## src/rtl/btn_pkg.sv

```systemverilog
// ============================================================================
//  Module      : btn_pkg
//  Description : Shared constants for the pushbutton conditioning slice:
//                debounce FSM state encodings and stability-window defaults.
//  Contents    : c_ST_W, c_REL_IDLE .. c_PRS_WAIT, c_STABLE_CYCLES_BOARD,
//                c_STABLE_CYCLES_SIM
//  Revision    : 1.0 - initial release
// ============================================================================
`default_nettype none

package btn_pkg;

    // Debounce FSM state encoding
    localparam int         c_ST_W     = 2;
    localparam logic [1:0] c_REL_IDLE = 2'd0;
    localparam logic [1:0] c_REL_WAIT = 2'd1;
    localparam logic [1:0] c_PRS_IDLE = 2'd2;
    localparam logic [1:0] c_PRS_WAIT = 2'd3;

    // 20 ms stability window on the 50 MHz board clock
    localparam int c_STABLE_CYCLES_BOARD = 1000000;
    // Short window so simulations stay fast
    localparam int c_STABLE_CYCLES_SIM   = 4;

endpackage : btn_pkg

`default_nettype wire

```

## src/rtl/sync_2ff.sv

```systemverilog
// ============================================================================
//  Module      : sync_2ff
//  Description : Two-flop synchroniser for asynchronous inputs, with a
//                synchronous reset that loads a parameterised idle value so
//                an idle pin does not look like activity after reset.
//  Ports       : clk  - system clock
//                rst  - synchronous active-high reset
//                i_d  - asynchronous input(s)
//                o_q  - synchronised output(s)
//  Revision    : 1.0 - initial release
// ============================================================================
`default_nettype none

module sync_2ff #(
    parameter int               WIDTH    = 1,
    parameter logic [WIDTH-1:0] IDLE_VAL = '0
) (
    input  logic             clk,
    input  logic             rst,
    input  logic [WIDTH-1:0] i_d,
    output logic [WIDTH-1:0] o_q
);

    logic [WIDTH-1:0] r_sync1;
    logic [WIDTH-1:0] r_sync2;

    // The raw input lands directly in r_sync1; nothing combinational sits
    // in front of the first flop.
    always_ff @(posedge clk) begin
        if (rst) begin
            r_sync1 <= IDLE_VAL;
            r_sync2 <= IDLE_VAL;
        end else begin
            r_sync1 <= i_d;
            r_sync2 <= r_sync1;
        end
    end

    assign o_q = r_sync2;

endmodule : sync_2ff

`default_nettype wire

```

## src/rtl/btn_debounce.sv

```systemverilog
// ============================================================================
//  Module      : btn_debounce
//  Description : Pushbutton conditioner. Synchronises the raw pin, rejects
//                bounce shorter than STABLE_CYCLES and presents a clean
//                active-high level plus one-cycle press/release strobes.
//  Ports       : clk       - system clock
//                reset     - synchronous active-high reset
//                btn_raw   - asynchronous pushbutton pin
//                btn_level - debounced level, 1 = pressed
//                btn_rise  - one-cycle strobe on accepted press
//                btn_fall  - one-cycle strobe on accepted release
//  Revision    : 1.0 - initial release
// ============================================================================
`default_nettype none

module btn_debounce
    import btn_pkg::*;
#(
    parameter int STABLE_CYCLES = c_STABLE_CYCLES_BOARD,
    parameter bit ACTIVE_LOW    = 1'b1,
    parameter int CNT_W         = $clog2(STABLE_CYCLES)
) (
    input  logic clk,
    input  logic reset,
    input  logic btn_raw,
    output logic btn_level,
    output logic btn_rise,
    output logic btn_fall
);

    // Pin value while the button is released
    localparam logic             c_PIN_IDLE = ACTIVE_LOW ? 1'b1 : 1'b0;
    localparam logic [CNT_W-1:0] c_CNT_LAST = CNT_W'(STABLE_CYCLES - 1);
    localparam logic [CNT_W-1:0] c_CNT_ONE  = CNT_W'(1);

    logic              w_sync;
    logic              w_pressed;
    logic [c_ST_W-1:0] r_state;
    logic [CNT_W-1:0]  r_cnt;
    logic              r_level;
    logic              r_rise;
    logic              r_fall;

    sync_2ff #(
        .WIDTH    (1),
        .IDLE_VAL (c_PIN_IDLE)
    ) u_sync (
        .clk (clk),
        .rst (reset),
        .i_d (btn_raw),
        .o_q (w_sync)
    );

    // Normalised: 1 means the button is physically pressed
    assign w_pressed = ACTIVE_LOW ? ~w_sync : w_sync;

    // The counter holds how many consecutive cycles the candidate value has
    // been seen, so entering a WAIT state loads 1 and acceptance happens when
    // the STABLE_CYCLES-th consecutive sample arrives.
    always_ff @(posedge clk) begin
        if (reset) begin
            r_state <= c_REL_IDLE;
            r_cnt   <= '0;
            r_level <= 1'b0;
            r_rise  <= 1'b0;
            r_fall  <= 1'b0;
        end else begin
            r_rise <= 1'b0;
            r_fall <= 1'b0;
            case (r_state)
                c_REL_IDLE: begin
                    r_cnt <= '0;
                    if (w_pressed) begin
                        r_state <= c_REL_WAIT;
                        r_cnt   <= c_CNT_ONE;
                    end
                end
                c_REL_WAIT: begin
                    if (!w_pressed) begin
                        r_state <= c_REL_IDLE;
                        r_cnt   <= '0;
                    end else if (r_cnt == c_CNT_LAST) begin
                        r_state <= c_PRS_IDLE;
                        r_cnt   <= '0;
                        r_level <= 1'b1;
                        r_rise  <= 1'b1;
                    end else begin
                        r_cnt <= r_cnt + c_CNT_ONE;
                    end
                end
                c_PRS_IDLE: begin
                    r_cnt <= '0;
                    if (!w_pressed) begin
                        r_state <= c_PRS_WAIT;
                        r_cnt   <= c_CNT_ONE;
                    end
                end
                c_PRS_WAIT: begin
                    if (w_pressed) begin
                        r_state <= c_PRS_IDLE;
                        r_cnt   <= '0;
                    end else if (r_cnt == c_CNT_LAST) begin
                        r_state <= c_REL_IDLE;
                        r_cnt   <= '0;
                        r_level <= 1'b0;
                        r_fall  <= 1'b1;
                    end else begin
                        r_cnt <= r_cnt + c_CNT_ONE;
                    end
                end
                default: begin
                    r_state <= c_REL_IDLE;
                    r_cnt   <= '0;
                end
            endcase
        end
    end

    assign btn_level = r_level;
    assign btn_rise  = r_rise;
    assign btn_fall  = r_fall;

endmodule : btn_debounce

`default_nettype wire

```

## config.mk

```make
export PLATFORM = sky130hd
export DESIGN_NAME = btn_debounce
export DESIGN_NICKNAME = d
export VERILOG_FILES = /design/src/rtl/btn_pkg.sv /design/src/rtl/sync_2ff.sv /design/src/rtl/btn_debounce.sv
export SDC_FILE = /design/constraint.sdc
export NUM_CORES = 1
export LEC_CHECK = 0
export ABC_AREA = 1
export BUFFER_PORTS_ARGS = -buffer_cell sky130_fd_sc_hd__buf_4
export CAP_MARGIN = 20
export CORE_MARGIN = 8
export CORE_UTILIZATION = 41
export CTS_CLUSTER_SIZE = 8
export DETAILED_ROUTE_END_ITERATION = 7
export GPL_TIMING_DRIVEN = 0
export PLACE_DENSITY_LB_ADDON = 0.3
export SLEW_MARGIN = 20
export SYNTH_ARGS = -nofsm -noshare
export SYNTH_HDL_FRONTEND = slang
export SYNTH_SLANG_ARGS = --single-unit
```

## constraint.sdc

```tcl
create_clock -name clk -period 1.7 [get_ports clk]
set_input_delay 0.34 -clock clk [delete_from_list [all_inputs] [get_ports clk]]
set_output_delay 0.34 -clock clk [all_outputs]
set_load 0.01 [all_outputs]
```

; ---- Word-level counts from Yosys, hierarchy flattened
; Index checks and enable logic that the tools add are counted.
[totals]
output_inout_bits = 3
elab_cells = 48
regBits = 27
inputBits = 3
[classes]
add_sub_neg = 1
n_mux = 19
n_eq_ne = 12
bitwise = 3
n_reduce_logical = 6
[op_table]
columns = cell, n
row1 = $pmux W20 S4, 1
row2 = $mux W20, 3
row3 = $add A20 B1 Y20 const B, 1
row4 = $eq A20 B20 Y1 const B, 1
row5 = $mux W2, 6
row6 = $ne A2 B2 Y1 const B, 4
row7 = $pmux W2 S4, 1
row8 = $mux W1, 7
row9 = $reduce_or A3 Y1, 2
row10 = $reduce_and A5 Y1, 1
row11 = $eq A2 B2 Y1 const B, 2
row12 = $ne A2 B1 Y1 const B, 2
row13 = $reduce_and A4 Y1, 1
row14 = $ne A3 B2 Y1 const B, 1
row15 = $ne A3 B3 Y1 const B, 1
row16 = $not A1 Y1, 3
row17 = $eq A2 B1 Y1 const B, 1
row18 = $logic_not A2 Y1, 1
row19 = $pmux W1 S2, 1
row20 = $reduce_bool A2 Y1, 1

; ---- Logic depth before layout (Yosys ltp)
; Gate-level depths: netlist of the first run.
[logic_depth]
ltp_word = 4
mapped_depth = 9
mapped_depth_nobuf = 9

; ---- Cells and area by module
; From an unflattened synthesis of the first run, not the netlist that was laid out.
[hier_totals]
hier_cells = 205
hier_area_um2 = 1403.8
[by_module_without_submodules]
columns = mod, area_per_inst_um2, n_inst, seq_area_each_um2, cells_each
row1 = btn_debounce, 1345.0, 1, 500.5, 198
row2 = sync_2ff, 58.8, 1, 40.0, 7

; ---- Least setup slack after synthesis of the first run
; OpenSTA, ideal clock, no wires.
[synth_timing]
kind = flip-flop to flip-flop
from = register r_cnt[0]
to = register r_cnt[7]
path_stages_with_launch = 8
setup_time_ps = 115
n_path_buf = 1
path_slack_ps = 231
period_less_slack_ps = 1469
t_required_ps = 1585
t_arrival_ps = 1354
path_cell_list = dfxtp_1 > ha_1 > inv_1 > nor3_4 > nand3_1 > nand3_2 > buf_4 > nor2_1
[synth_between]
elab_chain_len = 4
word_cells_on_any_way = 6
classes_between = 1 x add/sub / 1 x eq/ne / 4 x mux
[synth_lines]
columns = element, line
row1 = "start, declared", btn_debounce.sv:39  ; logic [CNT_W-1:0] r_cnt;
row2 = "start signal, assigned", btn_debounce.sv:75  ; r_cnt <= c_CNT_ONE;
row3 = "start signal, assigned", btn_debounce.sv:88  ; r_cnt <= r_cnt + c_CNT_ONE;
row4 = "start signal, assigned", btn_debounce.sv:95  ; r_cnt <= c_CNT_ONE;
row5 = $add A20 B1 Y20 / $eq A20 B20 Y1 (equally long branches), n/a
row6 = $mux W20 (*), "btn_debounce.sv:82, btn_debounce.sv:102"
row7 = "$mux W20, on equally long branches", "btn_debounce.sv:99, btn_debounce.sv:79"
row8 = $pmux W20 S4 (*), btn_debounce.sv:70  ; case (r_state)
; Every way passes the cells marked *; elsewhere a longest branch is shown, timed or not.
; A chain may end at the register's enable or synchronous reset.

; ---- Worst setup path after layout of the first run
[layout_timing]
from = register r_cnt[0]
to = register r_cnt[18]
; Same word-level chain as after synthesis.

==> results.cfg, run 1 <==
[run_status]
status = finished clean

[place]
hpwlAfterDp_microns = 1830
globalplace.congestion = 0.792
pre_cts_slack_ns = -0.0405
place_area_sq_um = 1400
io_buffers = 5

[global_routing]
overflow = 0
grt_pass1_vias = 997
antenna_found_initial = 0
grt_pass1_wl_microns = 4160
grt_usage_pct = 9.84
grt_max_degree = 17

[synthesis]
yosysTopAreaCellShare_pct = 41.3
yosysTopAreaCell = dfxtp_1
syn_nets = 200
synth-seq-cells = 27
yosysSeqAreaShare_pct = 41.3
synthCells = 196
synth.area.top_cells = dfxtp_1, nor2_1, nand2_1, inv_1, xor2_1
synth.avg_cell_area_sq_um = 6.67
synthesis.area_sq_um = 1310
ys_types = 18
ys_warn_count = 0

[worst_hold_path]
min_path_cells = 2
hold_path_class = input pin to flop

[detailed_routing]
drtIter0Drc = 96
wl_per_cell_microns = 9.90
vias_per_cell = 4.56
vias = 1149
ant_nets = 0
drtPass1Iterations = 4
route.detailed.drc = 0
routed_wl_microns = 2490

[setup_path]
start_kind = flop
path_class = flop to flop
path_max_fanout = 7
rr_worst_depth = 8
ff2ff_setup_slack_ns = 0.12
worst_ep_required_time_ns = 1.95
end_kind = flop
arrival_ns = 1.82

[clock_network]
cts_buffers = 3
cts_tree = built
clk-insertion-delay-late_ns = 0.34
cts.clk_slew.worst_paths_ns = 0.14
cts_max_path_buffers = 2
clockRootBuffer = clkbuf_4
htree_num_levels = 1
holdBufCountCts = 0
clock-sinks = 27

[timing]
fin_hold_ws_ns = 0.179
fin_crit_sh_pct = 92.8
finalWorstSetupSlack_ns = 0.122
clock_skew_ns = 0.00714
hold_violations = 0
fmaxAchievable_mhz = 634
report.final.slew_viol_count = 0
setup_violations = 0
tightestPinTransition_ns = 0.358
post-route-min-period_ns = 1.58
slew_headroom_pct = 76.0

[power]
finalPower_uw = 944
max-vdd-ir-drop_mv = 0.440
power.leakage_nw = 0.577
cellPowerDensity_nw_per_um2 = 641

[cells_and_area]
nFillCells = 344
area_delta_synth_final_pct = 12.6
final_core_util_pct = 48.2
diodes = 0
nets = 213
drive_gt1_share_pct = 11.1
fin_area_sq_um = 1470

[floorplan]
chipWidth_microns = 72.5
die_height_microns = 72.5
io-pin-count = 6
rows = 20
start_util_pct = 42.8
die_area_sq_um = 5250
core_sq_um = 3050

[run]
maxCapViolCount = 0
-- sequential cells by signal, indices dropped and copies added, names as in the netlist, named ones only --
name and count:
r_cnt 20, btn_level 1, u_sync.r_sync1 1, btn_fall 1, r_state 1, u_sync.o_q 1, btn_rise 1
-- Yosys cell counts (all sizes together) --
library cell,instances
dfxtp,27
nand2,45
or2,3
xor2,7
nor2,54
nand3,11
nand4,5
inv,26
a21oi,2
ha,1
buf,2
xnor2,2
nor3,8
o21ai,3
-- through the flow --
| stage | std cells | TNS (ns) |
|---|---|---|
| 2_1_floorplan | 196 | 0 |
| 3_3_place_gp | 245 | -0.150 |
| 3_5_place_dp | 245 | -0.335 |
| 4_1_cts | 249 | 0 |
| 5_1_grt | 252 | -0.0169 |
| 6_report | 252 | 0 |
-- cell usage in the layout (no fill, tap or decap), types with 2 or more instances in the layout --
| cell | Yosys | layout |
|---|---|---|
| a21oi_1 | 2 | 2 |
| nand4_1 | 5 | 5 |
| nand3_1 | 10 | 9 |
| clkbuf_4 | 0 | 3 |
| o21ai_0 | 3 | 3 |
| nor2_1 | 53 | 53 |
| inv_1 | 26 | 26 |
| xor2_1 | 7 | 7 |
| nand2_1 | 45 | 44 |
| nor3_1 | 7 | 7 |
| xnor2_1 | 2 | 2 |
| or2_2 | 3 | 3 |
| buf_4 | 1 | 8 |
| dfxtp_1 | 27 | 26 |
-- critical path: stages (launching register included) --
cell,delay [ns]
dfxtp_2,0.38
ha_1,0.19
inv_1,0.08
nor3_4,0.34
nand2_2,0.18
nor2_4,0.15
nand3_1,0.08
nand2_1,0.07
nor2_1,0.04
-- worst paths after layout --
kind,startpoint,endpoint
setup / recovery,r_cnt[0],r_cnt[18]
hold / removal,btn_raw,u_sync.r_sync1
setup reg to reg,r_cnt[0],r_cnt[18]
hold reg to reg,u_sync.r_sync1,u_sync.o_q
-- what timing repair did --
item / CTS / global route
buffers inserted: 0 / 3
gates resized for setup: 0 / 5
pin swaps: 1 / 2
setup endpoints to repair: 11 / 17
-- cell families after synthesis --
kind of cell	count (synthesis)	synth area share, %
xor gates and xnor gates	9	6.03
and+or+nand+nor	126	41.3
adders and majority gates	1	0.957
DFF	27	41.3
buffers and inverters	28	8.42
AOI/OAI and AO/OA	5	1.91
-- report_power, final --
group | internal, mW | switching [mW]
Clock | 0.0903 | 0.200
Sequential | 0.637 | 0.00205
Combinational | 0.00666 | 0.00811
Total | 0.734 | 0.210
-- layer usage --
layer | global-route usage [%] | up-vias | share of wire (%)
li1 | - | 627 | -
met1 | 11.7 | 505 | 52
met2 | 15.6 | 10 | 43
met3 | 3.44 | 7 | 2.8
met4 | 4.22 | 0 | 2.4
met5 | 0 | - | 0
-- final cells by class --
| cell class | instances | area (sq um) | share of cell area (%) |
|---|---|---|---|
| buffer | 2 | 16.3 | 1.10 |
| clock buffer | 3 | 22.5 | 1.53 |
| clock inverter | 1 | 7.51 | 0.510 |
| inverter | 26 | 97.6 | 6.63 |
| multi-input combinational | 141 | 672 | 45.6 |
| sequential | 27 | 542 | 36.8 |
| tap | 44 | 55.1 | 3.74 |
| timing repair buffer | 8 | 60.1 | 4.08 |
Note: power is estimated with default switching activity, not from simulation.
==> run 2, diff against run 1 <==
--- a/config.mk
+++ b/config.mk
@@ -14,6 +14,7 @@
 export DETAILED_ROUTE_END_ITERATION = 7
 export GPL_TIMING_DRIVEN = 0
 export PLACE_DENSITY_LB_ADDON = 0.3
+export RECOVER_POWER = 50
 export SLEW_MARGIN = 20
 export SYNTH_ARGS = -nofsm -noshare
 export SYNTH_HDL_FRONTEND = slang
==> run 2 against run 1 <==
First-iteration DRC count unchanged. Die area did not move. Core utilization shrank 0.49 points. Sequential share of layout area rose by 0.38 points.
==> results.cfg, run 2 (synthesis gave the netlist of run 1 again) <==
[cells_and_area]
layout_common_cells = nor2_1, nand2_1, inv_1, dfxtp_1, nand3_1
largest_register_ffs = 20
final_common_cell = nor2_1
fin_area_sq_um = 1460
diodes = 0
area_delta_synth_final_pct = 11.5
top_register = r_cnt
nets = 213
drive_gt1_share_pct = 9.13

[timing]
clock_skew_ns = 0.00737
hold_violations = 0
slew_headroom_pct = 76.0
fin_crit_sh_pct = 92.8
fmaxAchievable_mhz = 634
tightestPinTransition_ns = 0.358
post-route-min-period_ns = 1.58
report.final.slew_viol_count = 0
setup_violations = 0

[setup_path]
path_class = flop to flop
start_kind = flop
path_max_fanout = 7
arrival_ns = 1.82
rr_worst_depth = 8
end_kind = flop
rr_startpoint = r_cnt[0]
r2r_end = r_cnt[18]
worst_ep_required_time_ns = 1.95
ff2ff_setup_slack_ns = 0.12

[place]
globalplace.congestion = 0.792
hpwlAfterDp_microns = 1830
place_area_sq_um = 1400
io_buffers = 5

[worst_hold_path]
hold_path_class = input pin to flop
min_path_cells = 2
hold_end = u_sync.r_sync1
hold_start = btn_raw

[clock_network]
clockRootBuffer = clkbuf_4
cts.clk_slew.worst_paths_ns = 0.14
cts_max_path_buffers = 2
htree_num_levels = 1
cts_tree = built
clk-insertion-delay-late_ns = 0.34
clock-sinks = 27
cts_buffers = 3

[floorplan]
rows = 20
die_area_sq_um = 5250
io-pin-count = 6
start_util_pct = 42.8
core_sq_um = 3050
die_height_microns = 72.5
chipWidth_microns = 72.5

[detailed_routing]
ant_nets = 0
drtIter0Drc = 96
drtPass1Iterations = 4
routed_wl_microns = 2490
wl_per_cell_microns = 9.90
vias = 1151
vias_per_cell = 4.57
route.detailed.drc = 0

[global_routing]
grt_max_degree = 17
overflow = 0
grt_pass1_wl_microns = 4160
antenna_found_initial = 0
grt_usage_pct = 9.84
grt_pass1_vias = 997

[run]
maxCapViolCount = 0

[run_status]
status = finished clean

[power]
finalPower_uw = 943
cellPowerDensity_nw_per_um2 = 647
power.leakage_nw = 0.561
max-vdd-ir-drop_mv = 0.436
run 2: cell types whose count changed in the layout (fill, tap and decap cells not counted):
cell      before  now
buf_4          8    4
clkbuf_1       0    4
run 2: report_power, final:
| group | leakage [nW] | switching [mW] | internal (mW) |
|---|---|---|---|
| clock | 0.0139 | 0.200 | 0.0903 |
| sequential | 0.218 | 0.00204 | 0.637 |
| combinational | 0.328 | 0.00816 | 0.00564 |
| total | 0.561 | 0.210 | 0.733 |
run 2: per-stage QoR:
step	utilization (%)	instances	hold slack, ns	setup TNS [ns]	setup slack [ns]
after global routing	47.7	252	0.154	-0.0169	-0.00872
after CTS	46.8	249	0.164	0	0.00210
after global placement	45.9	245	0.396	-0.150	-0.0226
final	47.7	252	0.179	0	0.122
after floorplan	-	196	0.389	0	0.231
after detailed placement	45.9	245	0.398	-0.335	-0.0405
run 2: worst max path at each step:
stage / slack [ns] / startpoint / endpoint
2_1_floorplan: 0.23 / r_cnt[0] / r_cnt[7]
3_3_place_gp: -0.02 / r_cnt[0] / r_cnt[19]
3_5_place_dp: -0.04 / r_cnt[0] / r_cnt[9]
4_1_cts: 0.002 / r_cnt[0] / r_cnt[9]
5_1_grt: -0.009 / r_cnt[0] / r_cnt[18]
6_report: 0.12 / r_cnt[0] / r_cnt[18]
run 2: cell type report:
cell class | instances | area, sq um
well taps | 44 | 55.1
clock buffers | 3 | 22.5
flip-flops and latches | 27 | 542
clock inverters | 1 | 7.51
fillers | 347 | 1600
multi-input cells | 141 | 672
inverters | 26 | 97.6
plain buffers | 2 | 16.3
repair buffers | 8 | 45.0
run 2: metal layers:
layer / routed length, microns / part of all wire [%] / global-route usage [%]
met5: 0 / 0 / 0
met3: 71 / 2.8 / 3.44
met1: 1290 / 52 / 11.7
met2: 1070 / 43 / 15.6
met4: 61 / 2.4 / 4.22
run 2: critical path, cell delays in order (launching register included):
cell and delay (ns):
dfxtp_2 0.38, ha_1 0.19, inv_1 0.08, nor3_4 0.34, nand2_2 0.18, nor2_4 0.15, nand3_1 0.08, nand2_1 0.07
nor2_1 0.04
run 2: what timing repair did:
item                                    4_1_cts  5_1_grt
hold buffers                                  0        0
buffers inserted                              0        3
resized for setup                             0        5
gates cloned                                  0        0
pin swaps                                     1        2
endpoints found under the setup margin       11       17
==> run 3, diff against run 2 <==
--- a/config.mk
+++ b/config.mk
@@ -8,8 +8,7 @@
 export ABC_AREA = 1
 export BUFFER_PORTS_ARGS = -buffer_cell sky130_fd_sc_hd__buf_4
 export CAP_MARGIN = 20
-export CORE_MARGIN = 8
-export CORE_UTILIZATION = 41
+export CORE_UTILIZATION = 40
 export CTS_CLUSTER_SIZE = 8
 export DETAILED_ROUTE_END_ITERATION = 7
 export GPL_TIMING_DRIVEN = 0
==> run 3 against run 2 <==
Routed wire length fell by 2.3%. Worst setup slack improved by 0.015 ns. Die area fell by 33%. Final area fell by 1.5%. Via count rose by 1.4%. Cell count fell by 0.40%. Maximum frequency rose by 0.95%. Global-route usage rose by 6.7 points. Critical path depth fell by 1. Non-clock buffer count fell by 1. First-iteration DRC count fell by 65%. Flip-flop and latch count did not move. Largest cell class unchanged. Largest power group unchanged. Highest routed layer unchanged.
==> results.cfg, run 3 (synthesis gave the netlist of run 1 again) <==
[timing]
slew_headroom_pct = 83.3
hold_violations = 0
post-route-min-period_ns = 1.56
fmaxAchievable_mhz = 640
clock_skew_ns = 0.00716
setup_violations = 0
fin_crit_sh_pct = 91.9
rsz0062_at_grt = true
report.final.slew_viol_count = 0
tns_ns = 0
tightestPinTransition_ns = 0.249

[cells_and_area]
area_delta_synth_final_pct = 9.76
diodes = 0
fin_area_sq_um = 1440
top_register = r_cnt
nets = 212
final_common_cell = nor2_1
final_core_util_pct = 46.6
drive_gt1_share_pct = 8.21
layout_common_cells = nor2_1, nand2_1, inv_1, dfxtp_1, nand3_1
largest_register_ffs = 20

[setup_path]
start_kind = flop
cp_cell_sequence = ha_1 -> inv_1 -> nor3_4 -> nand3_1 -> nand3_2 -> buf_4 -> nor2_1
rr_worst_depth = 7
arrival_ns = 1.81
path_class = flop to flop
path_max_fanout = 10
worst-path-buf-inv = 2
worst_ep_required_time_ns = 1.94
r2r_end = r_cnt[10]
critPathSlowestCell = dfxtp_2
end_kind = flop
ff2ff_setup_slack_ns = 0.14
cp_top_family = simple AND/OR/NAND/NOR gates
rr_startpoint = r_cnt[0]
cp_slowest_stage_delay_ns = 0.39

[place]
hpwlAfterDp_microns = 1810
globalplace.congestion = 0.791
io_buffers = 5
place_area_sq_um = 1400

[power]
cellPowerDensity_nw_per_um2 = 659
power.leakage_nw = 0.556
finalPower_uw = 946
max-vdd-ir-drop_mv = 0.449

[detailed_routing]
vias = 1167
wl_per_cell_microns = 9.71
route.detailed.drc = 0
ant_nets = 0
drtPass1Iterations = 4
drtIter0Drc = 34
vias_per_cell = 4.65
routed_wl_microns = 2440

[floorplan]
die_height_microns = 59.2
die_area_sq_um = 3500
core_sq_um = 3080
rows = 20
start_util_pct = 42.5
chipWidth_microns = 59.2
io-pin-count = 6

[global_routing]
grt_pass1_wl_microns = 4370
grt_pass1_vias = 1032
antenna_found_initial = 0
grt_usage_pct = 16.6
overflow = 0
grt_max_degree = 17

[clock_network]
cts.clk_slew.worst_paths_ns = 0.16
cts_max_path_buffers = 2
clockRootBuffer = clkbuf_4
cts_buffers = 3
cts_tree = built
htree_num_levels = 1
clock-sinks = 27
clk-insertion-delay-late_ns = 0.33

[worst_hold_path]
hold_path_class = input pin to flop
hold_start = btn_raw
hold_end = u_sync.r_sync1
min_path_cells = 2

[run]
maxCapViolCount = 0

[run_status]
status = finished clean
## run 3: per-layer routing
layer | routed length [microns] | share of wire, % | global-route usage (%)
met4 | 17 | 0.70 | 4.08
met2 | 1130 | 46 | 28.7
met5 | 0 | 0 | 0
met3 | 117 | 4.8 | 3.93
met1 | 1170 | 48 | 20.6
## run 3: worst max path at each step
stage | startpoint | endpoint | depth (start not counted)
finish | r_cnt[0] | r_cnt[10] | 7
global route | r_cnt[1] | r_cnt[9] | 7
CTS | r_cnt[0] | r_cnt[10] | 7
detailed placement | r_cnt[0] | r_cnt[19] | 7
global placement | r_cnt[0] | r_cnt[11] | 7
floorplan | r_cnt[0] | r_cnt[7] | 7
## run 3: area by class of cell
cell class	instances	area, sq um
fillers	341	1640
multi-input cells	141	657
flip-flops and latches	27	542
inverters	26	97.6
well taps	44	55.1
repair buffers	7	41.3
clock buffers	3	22.5
plain buffers	2	12.5
clock inverters	1	7.51
## run 3: through the flow
step / cells / setup WS, ns / hold slack, ns
6_report: 251 / 0.137 / 0.173
5_1_grt: 251 / -0.00989 / 0.150
4_1_cts: 251 / 0.0721 / 0.159
3_5_place_dp: 245 / -0.0519 / 0.411
3_3_place_gp: 245 / -0.00410 / 0.408
2_1_floorplan: 196 / 0.231 / 0.389
## run 3: worst reg2reg max path: stages, from the launching register on
cell and delay [ns]:
dfxtp_2 0.39, ha_1 0.20, inv_1 0.09, nor3_4 0.20, nand3_1 0.18, nand3_2 0.16
buf_4 0.20, nor2_1 0.06
## run 3: repair_timing
| action | CTS | global route |
|---|---|---|
| gates resized for setup | 0 | 1 |
| hold buffers | 0 | 0 |
| buffers inserted | 2 | 0 |
| endpoints found under the setup margin | 12 | 14 |
| pin swaps | 1 | 0 |
## run 3: where the power goes
part	switching (mW)	internal [mW]
Sequential	0.00217	0.637
Clock	0.203	0.0902
Combinational	0.00764	0.00659
Total	0.213	0.734
